File: src/rtl/mem_arb_pkg.sv
// Shared types and constants for the IFU/LSU memory arbiter.
package mem_arb_pkg;

    typedef enum logic [1:0] {
        IDLE     = 2'd0,
        BUSY_IFU = 2'd1,
        BUSY_LSU = 2'd2
    } arb_state_t;

    typedef struct packed {
        logic [31:0] addr;
        logic [1:0]  size;
        logic        wen;
        logic [31:0] wdata;
        logic [3:0]  wmask;
    } mem_req_t;

    localparam logic [1:0]  IFU_SIZE_WORD = 2'b10;
    localparam logic [31:0] TIMEOUT_RDATA = 32'hDEADBEEF;

    // Fetches are always aligned word reads.
    function automatic mem_req_t ifu_req(input logic [31:0] addr);
        mem_req_t r;
        r = '0;
        r.addr = addr;
        r.size = IFU_SIZE_WORD;
        return r;
    endfunction

endpackage

File: src/rtl/mem_arbiter.sv
// Round-robin arbiter sharing one memory port between IFU and LSU,
// with a response watchdog and per-requester grant counters.
module mem_arbiter
    import mem_arb_pkg::*;
#(
    parameter int unsigned TIMEOUT = 1024,
    parameter int unsigned CNT_W   = 32
) (
    input  logic             clock,
    input  logic             reset,
    input  logic             ifu_reqValid,
    input  logic [31:0]      ifu_addr,
    output logic             ifu_respValid,
    output logic [31:0]      ifu_rdata,
    input  logic             lsu_reqValid,
    input  logic [31:0]      lsu_addr,
    input  logic [1:0]       lsu_size,
    input  logic             lsu_wen,
    input  logic [31:0]      lsu_wdata,
    input  logic [3:0]       lsu_wmask,
    output logic             lsu_respValid,
    output logic [31:0]      lsu_rdata,
    output logic             mem_reqValid,
    output logic [31:0]      mem_addr,
    output logic [1:0]       mem_size,
    output logic             mem_wen,
    output logic [31:0]      mem_wdata,
    output logic [3:0]       mem_wmask,
    input  logic             mem_respValid,
    input  logic [31:0]      mem_rdata,
    output logic             timeout_err,
    output logic [CNT_W-1:0] ifu_grants,
    output logic [CNT_W-1:0] lsu_grants
);

    localparam int unsigned WD_W =
        (TIMEOUT > 2) ? $clog2(TIMEOUT) : 1;
    localparam logic [WD_W-1:0] WD_LIMIT =
        WD_W'((TIMEOUT > 0) ? TIMEOUT - 1 : 0);
    localparam bit WD_EN = (TIMEOUT != 0);

    arb_state_t       state_q, state_d;
    mem_req_t         req_q, req_d;
    logic             last_lsu_q, last_lsu_d;
    logic [CNT_W-1:0] ifu_cnt_q, ifu_cnt_d;
    logic [CNT_W-1:0] lsu_cnt_q, lsu_cnt_d;
    logic [WD_W-1:0]  wdog_q, wdog_d;

    logic        busy;
    logic        wd_fire;
    logic        done;
    logic        pick_ifu;
    logic        pick_lsu;
    logic [31:0] rsp_data;
    mem_req_t    lsu_in;
    mem_req_t    mem_out;

    assign busy = (state_q != IDLE);

    // A real response in the limit cycle beats the watchdog.
    assign wd_fire = busy && WD_EN
                   && (wdog_q == WD_LIMIT)
                   && !mem_respValid;
    assign done     = busy && (mem_respValid || wd_fire);
    assign rsp_data = wd_fire ? TIMEOUT_RDATA : mem_rdata;

    always_comb begin
        lsu_in       = '0;
        lsu_in.addr  = lsu_addr;
        lsu_in.size  = lsu_size;
        lsu_in.wen   = lsu_wen;
        lsu_in.wdata = lsu_wdata;
        lsu_in.wmask = lsu_wmask;
    end

    // On a tie the requester not served last wins.
    always_comb begin
        pick_ifu = 1'b0;
        pick_lsu = 1'b0;
        if (state_q == IDLE) begin
            if (ifu_reqValid && lsu_reqValid) begin
                pick_lsu = !last_lsu_q;
                pick_ifu = last_lsu_q;
            end else begin
                pick_lsu = lsu_reqValid;
                pick_ifu = ifu_reqValid;
            end
        end
    end

    always_comb begin
        state_d    = state_q;
        req_d      = req_q;
        last_lsu_d = last_lsu_q;
        ifu_cnt_d  = ifu_cnt_q;
        lsu_cnt_d  = lsu_cnt_q;
        wdog_d     = wdog_q;
        case (state_q)
            IDLE: begin
                if (pick_lsu) begin
                    state_d    = BUSY_LSU;
                    req_d      = lsu_in;
                    last_lsu_d = 1'b1;
                    lsu_cnt_d  = lsu_cnt_q + CNT_W'(1);
                    wdog_d     = '0;
                end else if (pick_ifu) begin
                    state_d    = BUSY_IFU;
                    req_d      = ifu_req(ifu_addr);
                    last_lsu_d = 1'b0;
                    ifu_cnt_d  = ifu_cnt_q + CNT_W'(1);
                    wdog_d     = '0;
                end
            end
            BUSY_IFU, BUSY_LSU: begin
                wdog_d = wdog_q + WD_W'(1);
                if (done) begin
                    state_d = IDLE;
                end
            end
            default: begin
                state_d = IDLE;
            end
        endcase
    end

    always_ff @(posedge clock) begin
        if (reset) begin
            state_q    <= IDLE;
            req_q      <= '0;
            last_lsu_q <= 1'b0;
            ifu_cnt_q  <= '0;
            lsu_cnt_q  <= '0;
            wdog_q     <= '0;
        end else begin
            state_q    <= state_d;
            req_q      <= req_d;
            last_lsu_q <= last_lsu_d;
            ifu_cnt_q  <= ifu_cnt_d;
            lsu_cnt_q  <= lsu_cnt_d;
            wdog_q     <= wdog_d;
        end
    end

    assign mem_out      = busy ? req_q : '0;
    assign mem_reqValid = busy;
    assign mem_addr     = mem_out.addr;
    assign mem_size     = mem_out.size;
    assign mem_wen      = mem_out.wen;
    assign mem_wdata    = mem_out.wdata;
    assign mem_wmask    = mem_out.wmask;

    // A response racing a synchronous reset is dropped.
    assign ifu_respValid = (state_q == BUSY_IFU)
                         && done && !reset;
    assign lsu_respValid = (state_q == BUSY_LSU)
                         && done && !reset;
    assign ifu_rdata = (state_q == BUSY_IFU) ? rsp_data : '0;
    assign lsu_rdata = (state_q == BUSY_LSU) ? rsp_data : '0;
    assign timeout_err = wd_fire && !reset;

    assign ifu_grants = ifu_cnt_q;
    assign lsu_grants = lsu_cnt_q;

endmodule

File: config.mk
export PLATFORM = sky130hd
export DESIGN_NAME = mem_arbiter
export DESIGN_NICKNAME = d
export VERILOG_FILES = /design/src/rtl/mem_arb_pkg.sv /design/src/rtl/mem_arbiter.sv
export SDC_FILE = /design/constraint.sdc
export NUM_CORES = 1
export LEC_CHECK = 0
export ABC_AREA = 1
export CORE_UTILIZATION = 48
export CTS_BUF_LIST = sky130_fd_sc_hd__clkbuf_4
export DETAILED_ROUTE_END_ITERATION = 6
export GPL_TIMING_DRIVEN = 0
export MAX_ROUTING_LAYER = met4
export PLACE_DENSITY = 0.89
export SYNTH_ARGS = -nofsm -noshare
export SYNTH_HDL_FRONTEND = slang
export SYNTH_SLANG_ARGS = --single-unit
File: constraint.sdc
create_clock -name clock -period 5.2 [get_ports clock]
set_input_delay 0.78 -clock clock [delete_from_list [all_inputs] [get_ports clock]]
set_output_delay 0.78 -clock clock [all_outputs]
set_load 0.005 [all_outputs]
# [After elaboration in Yosys (flattened, before gate mapping)]
# Index checks and enable logic that the tools add are counted.
[word_totals] reg_bits=148 inputBits=140 output_inout_bits=203 wordCells=61
[op_classes] n_addsub=3 eq_ne=5 n_mux=19 bitwise_logic=1 reduce_logical=23
[ops] operator="$mux W71" count=3
[ops] operator="$mux W32" count=3
[ops] operator="$add A32 B1 Y32 const B" count=2
[ops] operator="$mux W10" count=2
[ops] operator="$pmux W10 S2" count=1
[ops] operator="$add A10 B1 Y10 const B" count=1
[ops] operator="$eq A10 B10 Y1 const B" count=1
[ops] operator="$logic_and A1 B1 Y1" count=9
[ops] operator="$reduce_and A2 Y1" count=4
[ops] operator="$mux W1" count=6
[ops] operator="$mux W2" count=3
[ops] operator="$reduce_bool A2 Y1" count=3
[ops] operator="$pmux W2 S2" count=1
[ops] operator="$logic_not A1 Y1" count=3
[ops] operator="$ne A3 B3 Y1 const B" count=1
[ops] operator="$reduce_and A3 Y1" count=1
[ops] operator="$eq A2 B1 Y1 const B" count=1
[ops] operator="$eq A2 B2 Y1 const B" count=1
[ops] operator="$logic_not A2 Y1" count=1
[ops] operator="$ne A2 B2 Y1 const B" count=1
[ops] operator="$reduce_or A2 Y1" count=1
[ops] operator="$logic_or A1 B1 Y1" count=1
[ops] operator="$not A1 Y1" count=1

# [Longest topological paths before layout]
[logic_depth] word_depth=7 ltp_mapped=13 mapped_depth_nobuf=12

# [Least setup slack after synthesis]
# No wires, ideal clock.
[synth_path] path_kind="input to output" from="input reset" to="output timeout_err" arrival_ns=1.630 t_required_ns=4.420 slack_ns=2.790 stages=4 n_path_buf=3 path_cell_list="clkbuf_1 > clkbuf_1 > buf_1 > nor2_1"
[synth_between] elab_chain_cells=2
[synth_rtl] element="start, declared" line_no="mem_arbiter.sv:10" source="input logic reset,"
[synth_rtl] element="$logic_not A1 Y1" line_no="mem_arbiter.sv:159" source="assign timeout_err = wd_fire && !reset;"
[synth_rtl] element="$logic_and A1 B1 Y1" line_no="mem_arbiter.sv:159"
[synth_rtl] element="end, declared" line_no="mem_arbiter.sv:31" source="output logic timeout_err,"
# No other way between the ends.

# [Worst setup path in the final report]
[layout_path] from="register state_q[0]" to="output mem_addr[29]"
[layout_between] elab_chain_cells=2
[layout_rtl] element="start, declared" line_no="mem_arbiter.sv:42" source="arb_state_t state_q, state_d;"
[layout_rtl] element="start signal, assigned" line_no="mem_arbiter.sv:135" source="state_q <= state_d;"
[layout_rtl] element="$reduce_bool A2 Y1" line_no="mem_arbiter.sv:58" source="assign busy = (state_q != IDLE);"
[layout_rtl] element="$mux W71" line_no="mem_arbiter.sv:144" source="assign mem_out = busy ? req_q : '0;"
[layout_rtl] element="end, declared" line_no="mem_arbiter.sv:24" source="output logic [31:0] mem_addr,"
# No other way between the ends.

==> run_results.csv <==
group,metric,value,unit
outcome,status,"finished clean",
timing,setup_viol,0,
grt,grt_pass1_wl,44550,um
setup_path,cp-start-kind,"register",
timing,hold_viol,0,
detailed_routing,routed_wl,28010,um
placed_design,gp_congestion,0.9955,
timing,period_needed,3.673,ns
timing,rsz0062_at_grt,"false",
detailed_routing,ant_nets,0,
setup_path,path_max_fanout,10,
detailed_routing,wl_per_cell,14.40,um
detailed_routing,drc,0,
setup_path,ff2ff_path_depth,12,
cells_and_area,fill_cells,1377,
detailed_routing,firstDrtPassIters,5,
timing,fin_tns_setup,0,ns
yosys,async_flop_share,0,%
clock_tree,cts_setup_buffers,0,
detailed_routing,vias_per_cell,5.041,
grt,grt_max_degree,17,
grt,grt_use_total,32.60,%
yosys,synth-edff-count,0,
floorplan,row_count,47,
clock_tree,tritoncts,"done",
yosys,syn_nets,1497,
floorplan,core-area,0.01658,mm2
cells_and_area,drive_gt1_share,3.828,%
clock_tree,clk_path_buf_depth,2,
worst_hold_path,hold_class,"register to register",
floorplan,floorplan.io_pins,343,
setup_path,worstSetupPathType,"register to primary output",
power,vdd_drop_max,0.0001493,V
floorplan,die_area,0.01755,mm2
cells_and_area,area_delta_synth_final,48.80,%
yosys,syn_inst,1351,
yosys,ys_seq_elements,148,
worst_hold_path,min_path_cells,2,
placed_design,placed_cell_area,0.01186,mm2
yosys,syn_area_per_cell,6.049,um2
grt,grt.overflow.total,0,
clock_tree,worstSkewPairLatency,0.57,ns
clock_tree,cts-resized-gates,0,
grt,grt_pass1_vias,9327,
timing,period_share,70.64,%
timing,fin_worst_skew,0.02027,ns
timing,clock.fmax,0.2722,GHz
timing,tightest_slew,0.6984,ns
clock_tree,ctsHoldBuffers,0,
yosys,yosysSeqAreaShare,36.26,%
timing,slew_headroom,53.44,%
yosys,netlist-cell-type-count,32,
clock_tree,cts.sinks,148,
timing,slew_viol_final,0,
grt,antenna_found_initial,1,
detailed_routing,detailroute.via_count,9804,
power,cellPowerDensity,227.4,mW/mm2
placed_design,numPortBuffers,341,
setup_path,arrival,2.89,ns
cells_and_area,fin_nets,1857,
yosys,ys.flop_type,"dfxtp_1",
floorplan,die_width,132.5,um
clock_tree,path_clk_slew,0.12,ns
power,p_leak,4.728,nW
power,power,2.765,mW
floorplan,initial_core_util,49.28,%
clock_tree,numCtsBuffers,17,
floorplan,die_y,132.5,um
yosys,synth_warnings,0,
yosys,syn_area,0.008172,mm2
setup_path,worstPathRequired,4.42,ns
clock_tree,cts-root-buf,"clkbuf_4",
setup_path,cp-end-kind,"primary output",
clock_tree,h-tree-depth,4,
detailed_routing,drtIter0Drc,631,
cells_and_area,final_cell_area,0.01216,mm2
run,cap_violations,0,
placed_design,hpwl,21930,um
## stage by stage
stage	setup WS, ns	cells	hold slack, ns	utilization, %
3_5_place_dp	1.654	1912	0.4536	71.52
3_3_place_gp	1.658	1912	0.4432	71.52
6_report	1.527	1945	0.4693	73.32
2_1_floorplan	2.790	1351	0.4303	-
5_1_grt	1.230	1945	0.4843	73.32
4_1_cts	1.488	1944	0.4711	73.31
## final timing paths
check,endpoint,slack [ns],start
max,mem_addr[29],1.53,state_q[0]$_SDFFE_PP0P_
min,req_q[0]$_SDFFE_PP0P_,0.47,req_q[0]$_SDFFE_PP0P_
max reg2reg,wdog_q[7]$_SDFFE_PP0P_,3.13,state_q[0]$_SDFFE_PP0P_
min reg2reg,req_q[0]$_SDFFE_PP0P_,0.47,req_q[0]$_SDFFE_PP0P_
## power by group
group	total [mW]	switching, mW	internal (mW)	leakage (nW)
combinational	0.759	0.415	0.344	3.37
sequential	1.24	0.0335	1.20	1.21
clock	0.769	0.434	0.335	0.153
## cell type report
cell class / instances / area (um2) / share of cell area [%]
timing repair buffer: 341 / 3413 / 28.07
sequential: 148 / 2963 / 24.37
antenna: 1 / 2.502 / 0.02058
buffer: 61 / 262.8 / 2.161
clock buffer: 18 / 135.1 / 1.111
tap: 220 / 275.3 / 2.264
inverter: 220 / 825.8 / 6.791
clock inverter: 14 / 161.4 / 1.327
multi-input combinational: 922 / 4120 / 33.89
## sequential cells by signal, summed over array words and instances (netlist names)
register / cells
req_q: 71
ifu_grants: 32
lsu_grants: 32
wdog_q: 10
state_q: 2
last_lsu_q: 1
## critical path, cell delays in order, from the launching register on
cell and delay (ns):
dfxtp_1 0.35, inv_1 0.08, ha_1 0.22, clkbuf_1 0.56, clkbuf_1 0.49, nor2_1 0.11, clkdlybuf4s50_1 0.52
## metal layers
metal  vias up  track usage [%]  part of all wire (%)
li1       4887                -                     -
met1      4428            34.45                    39
met2       410            57.05                    50
met3        79            7.854                   7.6
met4         0            15.52                   3.9
met5         -                -                     0
## cell usage in the layout (no fill, tap or decap), types with 2 or more instances in the layout
master           instances
nand2_1                411
clkdlybuf4s50_1        341
inv_1                  217
nor2_1                 194
dfxtp_1                148
a21oi_1                143
nand3_1                 40
clkbuf_1                32
o211ai_1                32
nor3_1                  21
o21ai_0                 20
buf_2                   18
clkbuf_4                18
nand4_1                 11
xor2_1                  11
buf_1                    8
nor2_2                   7
ha_1                     6
xnor2_1                  4
a211oi_1                 4
o21a_1                   3
nand3b_1                 3
buf_4                    3
clkinv_1                 3
clkinv_2                 3
clkinvlp_4               3
bufinv_16                3
nor3b_1                  2
a31oi_1                  2
inv_2                    2
nand2_2                  2
clkinv_4                 2
## synthesized netlist by cell type (all sizes together), types with 6 or more instances
library cell	n	area [um2]
nand2	413	1555
inv	219	822.0
nor2	202	783.3
dfxtp	148	2963
a21oi	143	715.7
nand3	41	210.2
clkbuf	32	120.1
o211ai	32	240.2
buf	29	142.6
nor3	22	115.1
o21ai	21	108.9
nand4	11	68.82
xor2	11	96.34
ha	6	75.07
## cells by family after synthesis
family                     count (synthesis)  synth area share [%]
xor gates and xnor gates                  15                 1.608
buffers and inverters                    281                 13.32
AOI/OAI and AO/OA                        206                 13.92
DFF                                      148                 36.26
and+or+nand+nor                          695                 33.98
adders and majority gates                  6                0.9187
Power figures use the tool's default switching activity.
